<file path="src/rtl/bitwise_logic_unit.sv">
// ---------------------------------------------------------------------------
// bitwise_logic_unit
//
// Registered bitwise logic unit for the ALU / mult-div datapath. Each operand
// beat is combined as data1 OP data2 (AND, OR, XOR, ANDN), and the result can
// optionally be inverted (NAND, NOR, XNOR, ORN). In accumulate mode a stream of
// beats is folded into one result, for example an AND-mask or an XOR-parity.
// The result feeds the writeback mux.
//
// Parameters
//   WIDTH  operand/result width in bits (>= 1)
//   CNT_W  width of the saturating beat counter (>= 1)
//
// Ports
//   clock        rising-edge clock
//   reset        asynchronous active-high reset
//   in_valid     operand beat valid
//   in_ready     unit can accept a beat this cycle
//   data1/data2  operands A and B
//   op           00 AND, 01 OR, 10 XOR, 11 ANDN (data1 & ~data2)
//   inv          invert the final result
//   acc          beat belongs to an accumulate packet
//   last         final beat of an accumulate packet
//   out_valid    result valid
//   out_ready    downstream accepts the result
//   output_data  result
//   zero         output_data == 0
//   beat_count   beats folded into this result (saturating)
// ---------------------------------------------------------------------------
module bitwise_logic_unit #(
  parameter int WIDTH = 32,
  parameter int CNT_W = 8
) (
  input  logic             clock,
  input  logic             reset,
  input  logic             in_valid,
  output logic             in_ready,
  input  logic [WIDTH-1:0] data1,
  input  logic [WIDTH-1:0] data2,
  input  logic [1:0]       op,
  input  logic             inv,
  input  logic             acc,
  input  logic             last,
  output logic             out_valid,
  input  logic             out_ready,
  output logic [WIDTH-1:0] output_data,
  output logic             zero,
  output logic [CNT_W-1:0] beat_count
);

  localparam logic [1:0] OP_AND  = 2'b00;
  localparam logic [1:0] OP_OR   = 2'b01;
  localparam logic [1:0] OP_XOR  = 2'b10;
  localparam logic [1:0] OP_ANDN = 2'b11;

  localparam logic [CNT_W-1:0] CNT_ONE = CNT_W'(1);
  localparam logic [CNT_W-1:0] CNT_MAX = '1;

  // Per-beat operation.
  function automatic logic [WIDTH-1:0] beat_op(input logic [1:0]       o,
                                               input logic [WIDTH-1:0] a,
                                               input logic [WIDTH-1:0] b);
    logic [WIDTH-1:0] r;
    case (o)
      OP_AND:  r = a & b;
      OP_OR:   r = a | b;
      OP_XOR:  r = a ^ b;
      OP_ANDN: r = a & ~b;
      default: r = '0;
    endcase
    return r;
  endfunction

  // Folds a beat into the accumulator. AND and ANDN both reduce as a mask,
  // so ANDN folds with AND.
  function automatic logic [WIDTH-1:0] fold_op(input logic [1:0]       o,
                                               input logic [WIDTH-1:0] a,
                                               input logic [WIDTH-1:0] r);
    logic [WIDTH-1:0] f;
    case (o)
      OP_OR:   f = a | r;
      OP_XOR:  f = a ^ r;
      default: f = a & r;
    endcase
    return f;
  endfunction

  // The beat counter saturates at all-ones. The accumulator keeps folding.
  function automatic logic [CNT_W-1:0] sat_inc(input logic [CNT_W-1:0] c);
    return (c == CNT_MAX) ? c : c + CNT_ONE;
  endfunction

  // Packet state.
  logic             open_p1;
  logic [1:0]       op_lat_p1;
  logic             inv_lat_p1;
  logic             acc_lat_p1;
  logic [WIDTH-1:0] accum_p1;
  logic [CNT_W-1:0] cnt_p1;

  // Beat evaluation signals.
  logic             accept_p0;
  logic [1:0]       op_eff_p0;
  logic             inv_eff_p0;
  logic [WIDTH-1:0] beat_p0;
  logic [WIDTH-1:0] accum_nxt_p0;
  logic [CNT_W-1:0] cnt_nxt_p0;
  logic             complete_p0;
  logic [WIDTH-1:0] result_p0;

  // A held result blocks new beats. A result being taken this cycle frees the
  // slot, so in_ready depends combinationally on out_ready.
  assign in_ready = !out_valid || out_ready;

  // ---- stage p0: evaluate the incoming beat against the packet state ----
  always_comb begin
    accept_p0    = in_valid && in_ready;
    // After the first beat, the latched op/inv replace the live inputs.
    op_eff_p0    = open_p1 ? op_lat_p1 : op;
    inv_eff_p0   = open_p1 ? inv_lat_p1 : inv;
    beat_p0      = beat_op(op_eff_p0, data1, data2);
    accum_nxt_p0 = open_p1 ? fold_op(op_lat_p1, accum_p1, beat_p0) : beat_p0;
    cnt_nxt_p0   = open_p1 ? sat_inc(cnt_p1) : CNT_ONE;
    // A first beat closes at once unless it starts an accumulate packet
    // without last. An open packet always has acc latched, so for a
    // continuation beat only last matters.
    if (open_p1)
      complete_p0 = accept_p0 && (last || !acc_lat_p1);
    else
      complete_p0 = accept_p0 && (!acc || last);
    result_p0    = inv_eff_p0 ? ~accum_nxt_p0 : accum_nxt_p0;
  end

  // ---- stage p1: packet state and registered result ----
  always_ff @(posedge clock or posedge reset) begin
    if (reset) begin
      open_p1     <= 1'b0;
      op_lat_p1   <= OP_AND;
      inv_lat_p1  <= 1'b0;
      acc_lat_p1  <= 1'b0;
      accum_p1    <= '0;
      cnt_p1      <= '0;
      out_valid   <= 1'b0;
      output_data <= '0;
      zero        <= 1'b0;
      beat_count  <= '0;
    end else begin
      if (accept_p0) begin
        if (!open_p1) begin
          op_lat_p1  <= op;
          inv_lat_p1 <= inv;
          acc_lat_p1 <= acc;
        end
        accum_p1 <= accum_nxt_p0;
        cnt_p1   <= cnt_nxt_p0;
        open_p1  <= !complete_p0;
      end

      // A new completion replaces the old result, even when that result is
      // taken in the same cycle. Otherwise the result holds until taken.
      if (complete_p0) begin
        out_valid   <= 1'b1;
        output_data <= result_p0;
        zero        <= (result_p0 == '0);
        beat_count  <= cnt_nxt_p0;
      end else if (out_ready) begin
        out_valid <= 1'b0;
      end
    end
  end

endmodule

</file>
<file path="config.mk">
export PLATFORM = sky130hd
export DESIGN_NAME = bitwise_logic_unit
export DESIGN_NICKNAME = d
export VERILOG_FILES = /design/src/rtl/bitwise_logic_unit.sv
export SDC_FILE = /design/constraint.sdc
export NUM_CORES = 1
export LEC_CHECK = 0
export BUFFER_PORTS_ARGS = -buffer_cell sky130_fd_sc_hd__buf_2
export CORE_UTILIZATION = 53
export DETAILED_ROUTE_END_ITERATION = 16
export GPL_ROUTABILITY_DRIVEN = 1
export PLACE_DENSITY = 0.78
export RECOVER_POWER = 100
export SYNTH_ARGS = -nofsm -noshare
export SYNTH_HDL_FRONTEND = slang
export SYNTH_SLANG_ARGS = --single-unit
export TNS_END_PERCENT = 10
</file>
<file path="constraint.sdc">
create_clock -name clock -period 4.3 [get_ports clock]
set_input_delay 0.86 -clock clock [delete_from_list [all_inputs] [get_ports clock]]
set_output_delay 0.86 -clock clock [all_outputs]
set_load 0.01 [all_outputs]
</file>
==> impl_results.md, run 1 <==
- Synthesized Nets: roughly 1200
- Post-CTS sizing: 0
- Initial Utilization: a little over half
- Cells after synthesis: around 1000
- Fin nets: 1269
- Hold EP: beat_count[2]
- Critical path type: in -> reg
- Status: finished, violations left
- I/O Pins: 116
- Max Slew Vio Count: about 170
- Total wire length: approximately 20000 um
- Post-route core utilization: just over 60%
- Routability cong.: 0.821
- Worst hold path class: reg -> reg
- Asr flop ratio synth: between 90% and 100%
- Inserted Diodes: 0
- Fill count: approximately 1400
- Minimum clock period: 3.88 ns
- EDFF count, synth: 0
- R2R setup slack: around 0.45 ns
- Die ar.: between 15000 and 20000 um^2
- Unique masters post-synth: 59
- FMAX: ~260 MHz
- Max Fanout on Critical Path: 18
- Postcts setup bufs: 0
- Post-DP HPWL: 14200 um
- Non-Filler Instances: about 1300
- First drt pass iteration count: 6
- Syn_area_per_cell: around 7.9 um^2
- TNS Setup: 0 ns
- Vias in the first global route: around 6700
- Clock root buffer: clkbuf_16
- Final hold slack: 0.470 ns
- R2R Path End: zero
- Largest net degree at the start of global routing: 73
- Post-Place Cell Area: 8690 um^2
- Hold Crit Depth: 2
- CP endpoint kind: flip-flop
- Vias: 7076
- RSZ-0062 raised after global routing: false
- Routed Antenna Nets: 0
- Crit path from: op[0]
- Vias/cell: between 5 and 6
- TritonCTS Sinks: 87
- Clock slew at reported path FFs: 0.07 ns
- Final setup vio count: 0
- Final period utilization: around 90%
- Violated checks: max-capacitance violations, max-slew violations
- Avg WL per Cell: roughly 15 um
- Maximum capacitance violations: 3
- Post-route DRC violation count: 0
- Worst VDD drop: roughly 0.48 mV
- Area Overhead vs Synth: 13.2%
- Hold_sp: beat_count[2]
- Htree depth: 3
- Grt total ovfl: 0
- FP Rows: 44
- Total track usage: about a quarter
- Max Clock Skew: between 0.006 and 0.007 ns
- Initial antenna violation count: 0
- Crit path DAT: just over 4 ns
- Die H: between 100 and 150 um
- Core footprint: ~15000 um^2
- Pwr/cell area: 656 nW/um^2
- CTS Hold Bufs: 0
- Fin. Hold Viols: 0
- Sequential fraction of the synthesis area: 27.6%
- Worst-margin pin slew: 2.83 ns
- Startpoint Class: primary input
- Layout cells sized above 1: a little over an eighth
- Total CTS buffers: 9
- Placed insts: roughly 1300
- Mapped cell area: around 7900 um^2
- Design Area, Final: between 8000 and 9000 um^2
- Port Buffer Count: between 100 and 150
- Post-synthesis sequential element count: 87
- Ys flop type: dfrtp_1
- First-pass GRT wire length: 31900 um
- Die X: ~120 um
- TritonCTS clock tree: built
- 1st-iter DRT viols: ~440
- Max-Slew Margin vs Limit: -88.7%
- Req. time, crit path: 4.55 ns
- P_leak: around 0.0045 uW
- Clock Latency Late Sink: roughly 0.35 ns
- Launching point of the worst reg2reg path: open_p1
- Yosys warns: 0
- Longest Clk Path Bufs: 2
- R2R cell count: 15
[metal layers]
metal / vias to the layer above / part of all wire (%) / global-route usage, %
met4: 0 / 3.2 / 11.3
met3: 38 / 4.4 / 3.30
li1: 3517 / - / -
met2: 192 / 49 / 46.2
met5: - / 0 / 0
met1: 3329 / 43 / 33.5
[flip-flops by register name, summed over array words and instances (netlist names)]
name / cells
accum_p1: 32
inv_lat_p1: 1
zero: 1
cnt_p1: 8
beat_count: 8
out_valid: 1
output_data: 32
open_p1: 1
op_lat_p1: 2
acc_lat_p1: 1
[Yosys cell counts (2+ instances only)]
cell | count | area (um^2)
mux2_2 | 2 | 22.5
xor2_1 | 30 | 263
clkbuf_1 | 29 | 109
xor2_2 | 4 | 65.1
a21oi_1 | 23 | 115
o21ai_0 | 92 | 460
dfrtp_1 | 87 | 2180
nor3_1 | 2 | 10.0
or2_2 | 3 | 18.8
and4_1 | 3 | 26.3
a22oi_1 | 33 | 248
buf_8 | 2 | 30.0
nor4b_1 | 2 | 17.5
o221ai_1 | 5 | 43.8
a21o_1 | 4 | 30.0
o21a_1 | 3 | 22.5
o32ai_1 | 2 | 17.5
inv_1 | 192 | 721
o31ai_1 | 9 | 67.6
buf_4 | 4 | 30.0
nor2b_1 | 9 | 56.3
nor4_1 | 4 | 25.0
o211a_1 | 3 | 30.0
a311o_1 | 5 | 50.1
nand3_1 | 12 | 60.1
nand2_1 | 135 | 507
mux2i_1 | 7 | 70.1
ha_1 | 102 | 1280
o211ai_1 | 24 | 180
and3_1 | 2 | 12.5
a31o_2 | 4 | 35.0
xnor2_1 | 31 | 272
a21boi_0 | 8 | 60.1
buf_2 | 23 | 115
buf_1 | 3 | 11.3
a221oi_1 | 24 | 210
nand2b_1 | 5 | 31.3
and4b_1 | 2 | 20.0
nand4_1 | 9 | 56.3
nor2_1 | 29 | 109
o21ai_1 | 6 | 30.0
[power by group]
group	switching (uW)	internal (uW)	total, uW	leakage (uW)
Combinational	2180	1420	3600	0.00325
Sequential	263	1170	1430	0.00110
Clock	360	457	817	0.000150
Total	2800	3050	5850	0.00449
[critical path: stages]
cell and delay, ns:
buf_2 0.09, mux2i_1 0.23, inv_1 0.11, ha_2 0.27, buf_4 0.26, xor2_1 0.19, nand2_1 0.06, a21oi_1 0.29
inv_1 0.08, ha_1 0.28, a22oi_1 0.07, o211ai_1 0.17, o21ai_1 0.19, nor4_1 0.38, o221ai_1 0.20, o41ai_2 0.35
[kinds of logic after synthesis]
kind of cell | count (synthesis) | synth area share, %
compound gates | 259 | 22.0
xor+xnor | 65 | 7.61
fa+ha+maj | 102 | 16.2
buf+inv | 254 | 13.0
flops | 87 | 27.6
mux | 9 | 1.18
simple gates | 220 | 12.3
[layout by cell type, fill, tap and decap left out, types with 29 or more instances in the layout]
master    Yosys  routed
inv_1       192     191
nand2_1     135     134
ha_1        102     100
o21ai_0      92      92
dfrtp_1      87      87
buf_2        23      72
clkbuf_1     29      46
a22oi_1      33      33
xnor2_1      31      31
xor2_1       30      30
nor2_1       29      29
buf_4         4      29
[worst max-delay path by stage]
stage / endpoint / slack, ns / depth (start not counted)
floorplan: zero / 0.01 / 21
global placement: zero / 0.19 / 15
detailed placement: zero / 0.07 / 16
CTS: zero / 0.41 / 17
global route: zero / 0.06 / 16
finish: zero / 0.42 / 16
[layout make-up]
cell class | count | area (um^2) | area share [%]
flip-flops and latches | 87 | 2180 | 24.4
well taps | 184 | 230 | 2.58
clock inverters | 7 | 78.8 | 0.884
multi-input cells | 655 | 4690 | 52.6
repair buffers | 149 | 791 | 8.87
inverters | 192 | 722 | 8.10
clock buffers | 9 | 225 | 2.53
[stage by stage]
stage / power [uW] / setup WS, ns
6_report: 5850 / 0.421
3_3_place_gp: 4940 / 0.186
3_5_place_dp: 5070 / 0.0661
5_1_grt: 6440 / 0.0619
4_1_cts: 5900 / 0.405
2_1_floorplan: 3960 / 0.0104
No activity file was read; power rests on OpenSTA's default activity.
==> run 2, diff against run 1 <==
--- a/config.mk
+++ b/config.mk
@@ -9,6 +9,7 @@
 export CORE_UTILIZATION = 53
 export DETAILED_ROUTE_END_ITERATION = 16
 export GPL_ROUTABILITY_DRIVEN = 1
+export MAX_ROUTING_LAYER = met4
 export PLACE_DENSITY = 0.78
 export RECOVER_POWER = 100
 export SYNTH_ARGS = -nofsm -noshare
==> run 2 against run 1 <==
  * The flow still finishes with violations (max-capacitance violations, max-slew violations)
  * Final area is the same
  * Via count shrank 0.20%
  * Die area is the same
  * Maximum frequency is essentially flat
  * Sequential share of layout area is the same
  * Sequential cell count is the same
==> impl_results.md, run 2 (synthesis results as in run 1) <==
- Status: finished, violations left
- Violated checks: max-capacitance violations, max-slew violations
- Grt total ovfl: 0
- Worst hold path class: reg -> reg
- Total power: around 6000 uW
- FP Rows: 44
- CP peak stage delay: 0.38 ns
- Minimum clock period: 3.88 ns
- TritonCTS clock tree: built
- R2R cell count: 16
- Die X: roughly 120 um
- Final setup vio count: 0
- Maximum capacitance violations: 3
- Initial antenna violation count: 0
- Max Slew Vio Count: between 150 and 200
- Critical Path, Cell by Cell: buf_2 > mux2i_1 > inv_1 > ha_2 > buf_4 > xor2_1 > a21boi_0 > nor2_1 > inv_1 > ha_1 > nand2_1 > a311o_1 > o31ai_1 > nand2_1 > nor4_1 > o221ai_1 > o41ai_2
- Largest net degree at the start of global routing: between 70 and 80
- Routability cong.: 0.833
- Pwr/cell area: 656 nW/um^2
- Post-route DRC violation count: 0
- Post-CTS sizing: 0
- Clock root buffer: clkbuf_16
- Final period utilization: 90.3%
- Max Fanout on Critical Path: 18
- Post-route core utilization: between 60% and 70%
- 1st-iter DRT viols: roughly 450
- Postcts setup bufs: 0
- Core footprint: approximately 15000 um^2
- FMAX: 258 MHz
- Launching point of the worst reg2reg path: open_p1
- Clock slew at reported path FFs: 0.07 ns
- Vias/cell: 5.50
- Hold Crit Depth: 2
- Die H: 124 um
- Hold EP: beat_count[2]
- CTS Hold Bufs: 0
- I/O Pins: around 120
- Layout cells sized above 1: 13.0%
- Most frequent cells in the layout: inv_1 (191), nand2_1 (134), ha_1 (100)
- Worst-margin pin slew: ~2.8 ns
- Htree depth: 3
- Startpoint Class: primary input
- Avg WL per Cell: around 15 um
- Area Overhead vs Synth: 13.2%
- Fin. Hold Viols: 0
- Vias: between 7000 and 8000
- RSZ-0062 raised after global routing: false
- TNS Setup: 0 ns
- Crit path DAT: between 4 and 5 ns
- Max Clock Skew: approximately 0.0075 ns
- Int Power: around 3000 uW
- Routed Antenna Nets: 0
- Vias in the first global route: around 6700
- Comb power frac: slightly above 60%
- Fill count: between 1000 and 1500
- R2R Path End: zero
- Fin nets: 1269
- P_sw: 2800 uW
- Inserted Diodes: 0
- Seq pwr share: 24.5%
- Total track usage: between 20% and 30%
- Worst VDD drop: 0.473 mV
- Max-Slew Margin vs Limit: -87.3%
- TritonCTS Sinks: between 80 and 90
- CP endpoint kind: flip-flop
- Hold_sp: beat_count[2]
- Port Buffer Count: ~120
- Clock Latency Late Sink: ~0.35 ns
- R2R setup slack: 0.46 ns
- Longest Clk Path Bufs: 2
- P_leak: roughly 0.0045 uW
- First drt pass iteration count: 5
- Post-DP HPWL: approximately 14000 um
- Total CTS buffers: 9
- Crit path max-delay cell type: a311o_1
- Sw frac: 47.9%
- Most common cell after layout, fill and taps aside: inv_1
- Top Registers: accum_p1 x32, output_data x32
- Critical path type: in -> reg
- Die ar.: between 15000 and 20000 um^2
- Total wire length: a little under 20000 um
- Req. time, crit path: roughly 4.6 ns
- Initial Utilization: 54.2%
- First-pass GRT wire length: around 32000 um
- Clock share of power: 14.0%
==> run 2: cell counts in the layout (fill, tap and decap cells not counted) <==
No cell type changed its count.
==> run 2: how the worst max path moves through the flow <==
| stage | start | endpoint | slack (ns) | depth (start not counted) |
|---|---|---|---|---|
| 2_1_floorplan | open_p1 | zero | 0.01 | 21 |
| 3_3_place_gp | op[1] | zero | 0.19 | 15 |
| 3_5_place_dp | op[0] | zero | 0.07 | 16 |
| 4_1_cts | op[0] | zero | 0.41 | 17 |
| 5_1_grt | op[0] | zero | 0.06 | 16 |
| 6_report | op[0] | zero | 0.42 | 17 |
==> run 2: worst max-delay path: cells and delay by family <==
kind	cells	cell delay [ns]
simple gates	4	0.60
xor+xnor	1	0.18
compound gates	5	1.20
fa+ha+maj	2	0.54
buf+inv	4	0.53
mux	1	0.23
==> run 2: final cells by class <==
type                            count  area (um^2)  area share (%)
Inverter                          192          722            8.10
Sequential cell                    87         2180            24.4
Clock buffer                        9          225            2.53
Multi-Input combinational cell    655         4690            52.6
Tap cell                          184          230            2.58
Timing Repair Buffer              149          791            8.87
Clock inverter                      7         78.8           0.884
==> run 2: layer usage <==
layer | GRT usage [%] | vias to the layer above | wire, um
met4 | 10.8 | 0 | 593
met1 | 33.3 | 3318 | 8390
met2 | 46.4 | 191 | 9650
li1 | - | 3513 | -
met3 | 3.71 | 40 | 859
met5 | - | - | 0
==> run 2: power by group through the flow <==
stage	logic [uW]	registers (uW)	clock network [uW]
final	3600	1430	816
after global routing	4090	1490	862
after CTS	3660	1420	823
after detailed placement	3630	1440	0
after global placement	3520	1420	0
after floorplan	2500	1460	0
==> run 2: metrics by stage <==
stage	hold slack, ns	worst slack (ns)	cell area [um^2]	instances
5_1_grt	0.502	0.0623	8910	1283
6_report	0.470	0.418	8910	1283
2_1_floorplan	0.466	0.0104	7880	996
3_3_place_gp	0.445	0.186	8690	1267
4_1_cts	0.472	0.405	8990	1283
3_5_place_dp	0.456	0.0661	8690	1267
==> run 3, diff against run 2 <==
--- a/config.mk
+++ b/config.mk
@@ -6,12 +6,16 @@
 export NUM_CORES = 1
 export LEC_CHECK = 0
 export BUFFER_PORTS_ARGS = -buffer_cell sky130_fd_sc_hd__buf_2
-export CORE_UTILIZATION = 53
+export CELL_PAD_IN_SITES_DETAIL_PLACEMENT = 2
+export CELL_PAD_IN_SITES_GLOBAL_PLACEMENT = 2
+export CORE_ASPECT_RATIO = 1.25
+export CORE_UTILIZATION = 31
 export DETAILED_ROUTE_END_ITERATION = 16
 export GPL_ROUTABILITY_DRIVEN = 1
 export MAX_ROUTING_LAYER = met4
-export PLACE_DENSITY = 0.78
+export PLACE_DENSITY_LB_ADDON = 0.1
 export RECOVER_POWER = 100
+export SKIP_LAST_GASP = 1
 export SYNTH_ARGS = -nofsm -noshare
 export SYNTH_HDL_FRONTEND = slang
 export SYNTH_SLANG_ARGS = --single-unit
==> run 3 against run 2 <==
  * The run still ends with max-capacitance violations, max-slew violations left
  * Largest cell class unchanged
  * Register-to-register slack worse by 0.10 ns
  * Clock power is 1% higher
  * Sequential cell count stayed put
==> impl_results.md, run 3 (synthesis results as in run 1) <==
- Status: finished, violations left
- Violated checks: max-capacitance violations, max-slew violations
- Htree depth: 3
- Total CTS buffers: 9
- Postcts setup bufs: 0
- Layout cells sized above 1: ~15%
- Clock slew at reported path FFs: roughly 0.070 ns
- Top Registers: accum_p1 x32, output_data x32
- Port Buffer Count: about 120
- Minimum clock period: around 4 ns
- CP endpoint kind: flip-flop
- Inserted Diodes: 0
- Fin. Hold Viols: 0
- CP peak stage delay: roughly 0.42 ns
- Max Clock Skew: 0.0117 ns
- 1st-iter DRT viols: 198
- Most frequent cells in the layout: inv_1 (191), nand2_1 (134), ha_1 (99)
- Worst hold path class: reg -> reg
- Max Fanout on Critical Path: 8
- Vias in the first global route: just under 8000
- Startpoint Class: primary input
- Initial antenna violation count: 0
- Post-route DRC violation count: 0
- Die X: 145 um
- RSZ-0062 raised after global routing: false
- Fill count: just under 3000
- Longest Clk Path Bufs: 2
- Most common cell after layout, fill and taps aside: inv_1
- TritonCTS clock tree: built
- Crit path DAT: about 4.3 ns
- CTS Hold Bufs: 0
- Fin nets: 1305
- Initial Utilization: about a third
- Total power: 6370 uW
- P_leak: ~0.0046 uW
- First-pass GRT wire length: roughly 42000 um
- Req. time, crit path: around 4.5 ns
- Worst VDD drop: between 0.2 and 0.25 mV
- Area Overhead vs Synth: 18.8%
- Crit path max-delay cell type: a21boi_0
- Largest net degree at the start of global routing: 73
- Final setup vio count: 0
- Total wire length: about 26000 um
- I/O Pins: 116
- Pwr/cell area: a little under 700 nW/um^2
- Avg WL per Cell: ~18 um
- Final period utilization: 93.1%
- Total track usage: a little over a fifth
- Critical Path, Cell by Cell: buf_2 > mux2i_2 > inv_1 > ha_2 > xor2_2 > a21boi_0 > nor2_1 > inv_1 > ha_1 > nand2_1 > a311o_1 > o31ai_1 > nand2_1 > or4_1 > a22o_1 > o41ai_2
- FMAX: ~250 MHz
- Clock Latency Late Sink: between 0.3 and 0.4 ns
- Critical path type: in -> reg
- Routed Antenna Nets: 0
- Post-DP HPWL: roughly 20000 um
- Post-Place Cell Area: slightly above 9000 um^2
- First drt pass iteration count: 4
- Grt total ovfl: 0
- Die H: 180 um
- Vias/cell: 4.98
- Clock root buffer: clkbuf_16
- Routability cong.: ~0.74
- TNS Setup: 0 ns
- Core footprint: ~25000 um^2
- Max Slew Vio Count: around 120
- Die ar.: 26000 um^2
- Final hold slack: 0.475 ns
- FP Rows: between 60 and 70
- Worst-margin pin slew: 1.94 ns
- Max-Slew Margin vs Limit: -29.2%
- Maximum capacitance violations: 2
- TritonCTS Sinks: 87
- Vias: ~7300
- Design Area, Final: between 9000 and 10000 um^2
run 3: cell type report:
cell class	count	area [um^2]	share of cell area, %
Sequential cell	87	2180	23.3
Clock inverter	5	56.3	0.602
Clock buffer	11	243	2.59
Timing Repair Buffer	185	1050	11.2
Tap cell	330	413	4.41
Inverter	192	722	7.72
Multi-Input combinational cell	655	4700	50.2
run 3: repair_timing:
item                       in CTS  in global routing
setup endpoints to repair       0                  1
gates resized for setup         0                  3
hold endpoints to repair        0                  0
run 3: path summary, 6_finish.rpt:
path / start / cells past startpoint / slack (ns) / to
min: beat_count[2] / 2 / 0.48 / beat_count[2]
max in group asynchronous: reset / 3 / 1.41 / beat_count[7]
min reg2reg: beat_count[2] / 2 / 0.48 / beat_count[2]
max: op[0] / 16 / 0.30 / zero
max reg2reg: open_p1 / 15 / 0.36 / zero
min in group asynchronous: reset / 2 / 0.59 / accum_p1[5]
run 3: power by group:
part	internal [uW]	switching, uW	total [uW]
clock	468	356	824
sequential	1170	276	1450
combinational	1660	2440	4100
total	3290	3070	6370
run 3: routing by layer:
metal,up-vias,share of wire [%],GRT usage [%]
met4,0,1.6,5.05
met2,101,47,35.0
met1,3603,49,28.9
met3,20,2.1,1.67
met5,-,0,-
li1,3567,-,-
run 3: worst max-delay path, delay by kind of cell:
kind	cells	cell delay, ns
adders and majority gates	2	0.44
and+or+nand+nor	4	0.70
muxes	1	0.26
xor gates and xnor gates	1	0.18
AOI/OAI and AO/OA	5	1.49
buffers and inverters	3	0.29
run 3: through the flow:
step                      worst slack, ns  utilization, %  instances
after detailed placement           -0.159            37.2       1449
after global placement            -0.0460            37.2       1449
after global routing               0.0192            37.8       1465
after CTS                           0.204            38.4       1465
final                               0.296            37.8       1465
after floorplan                    0.0104               -        996
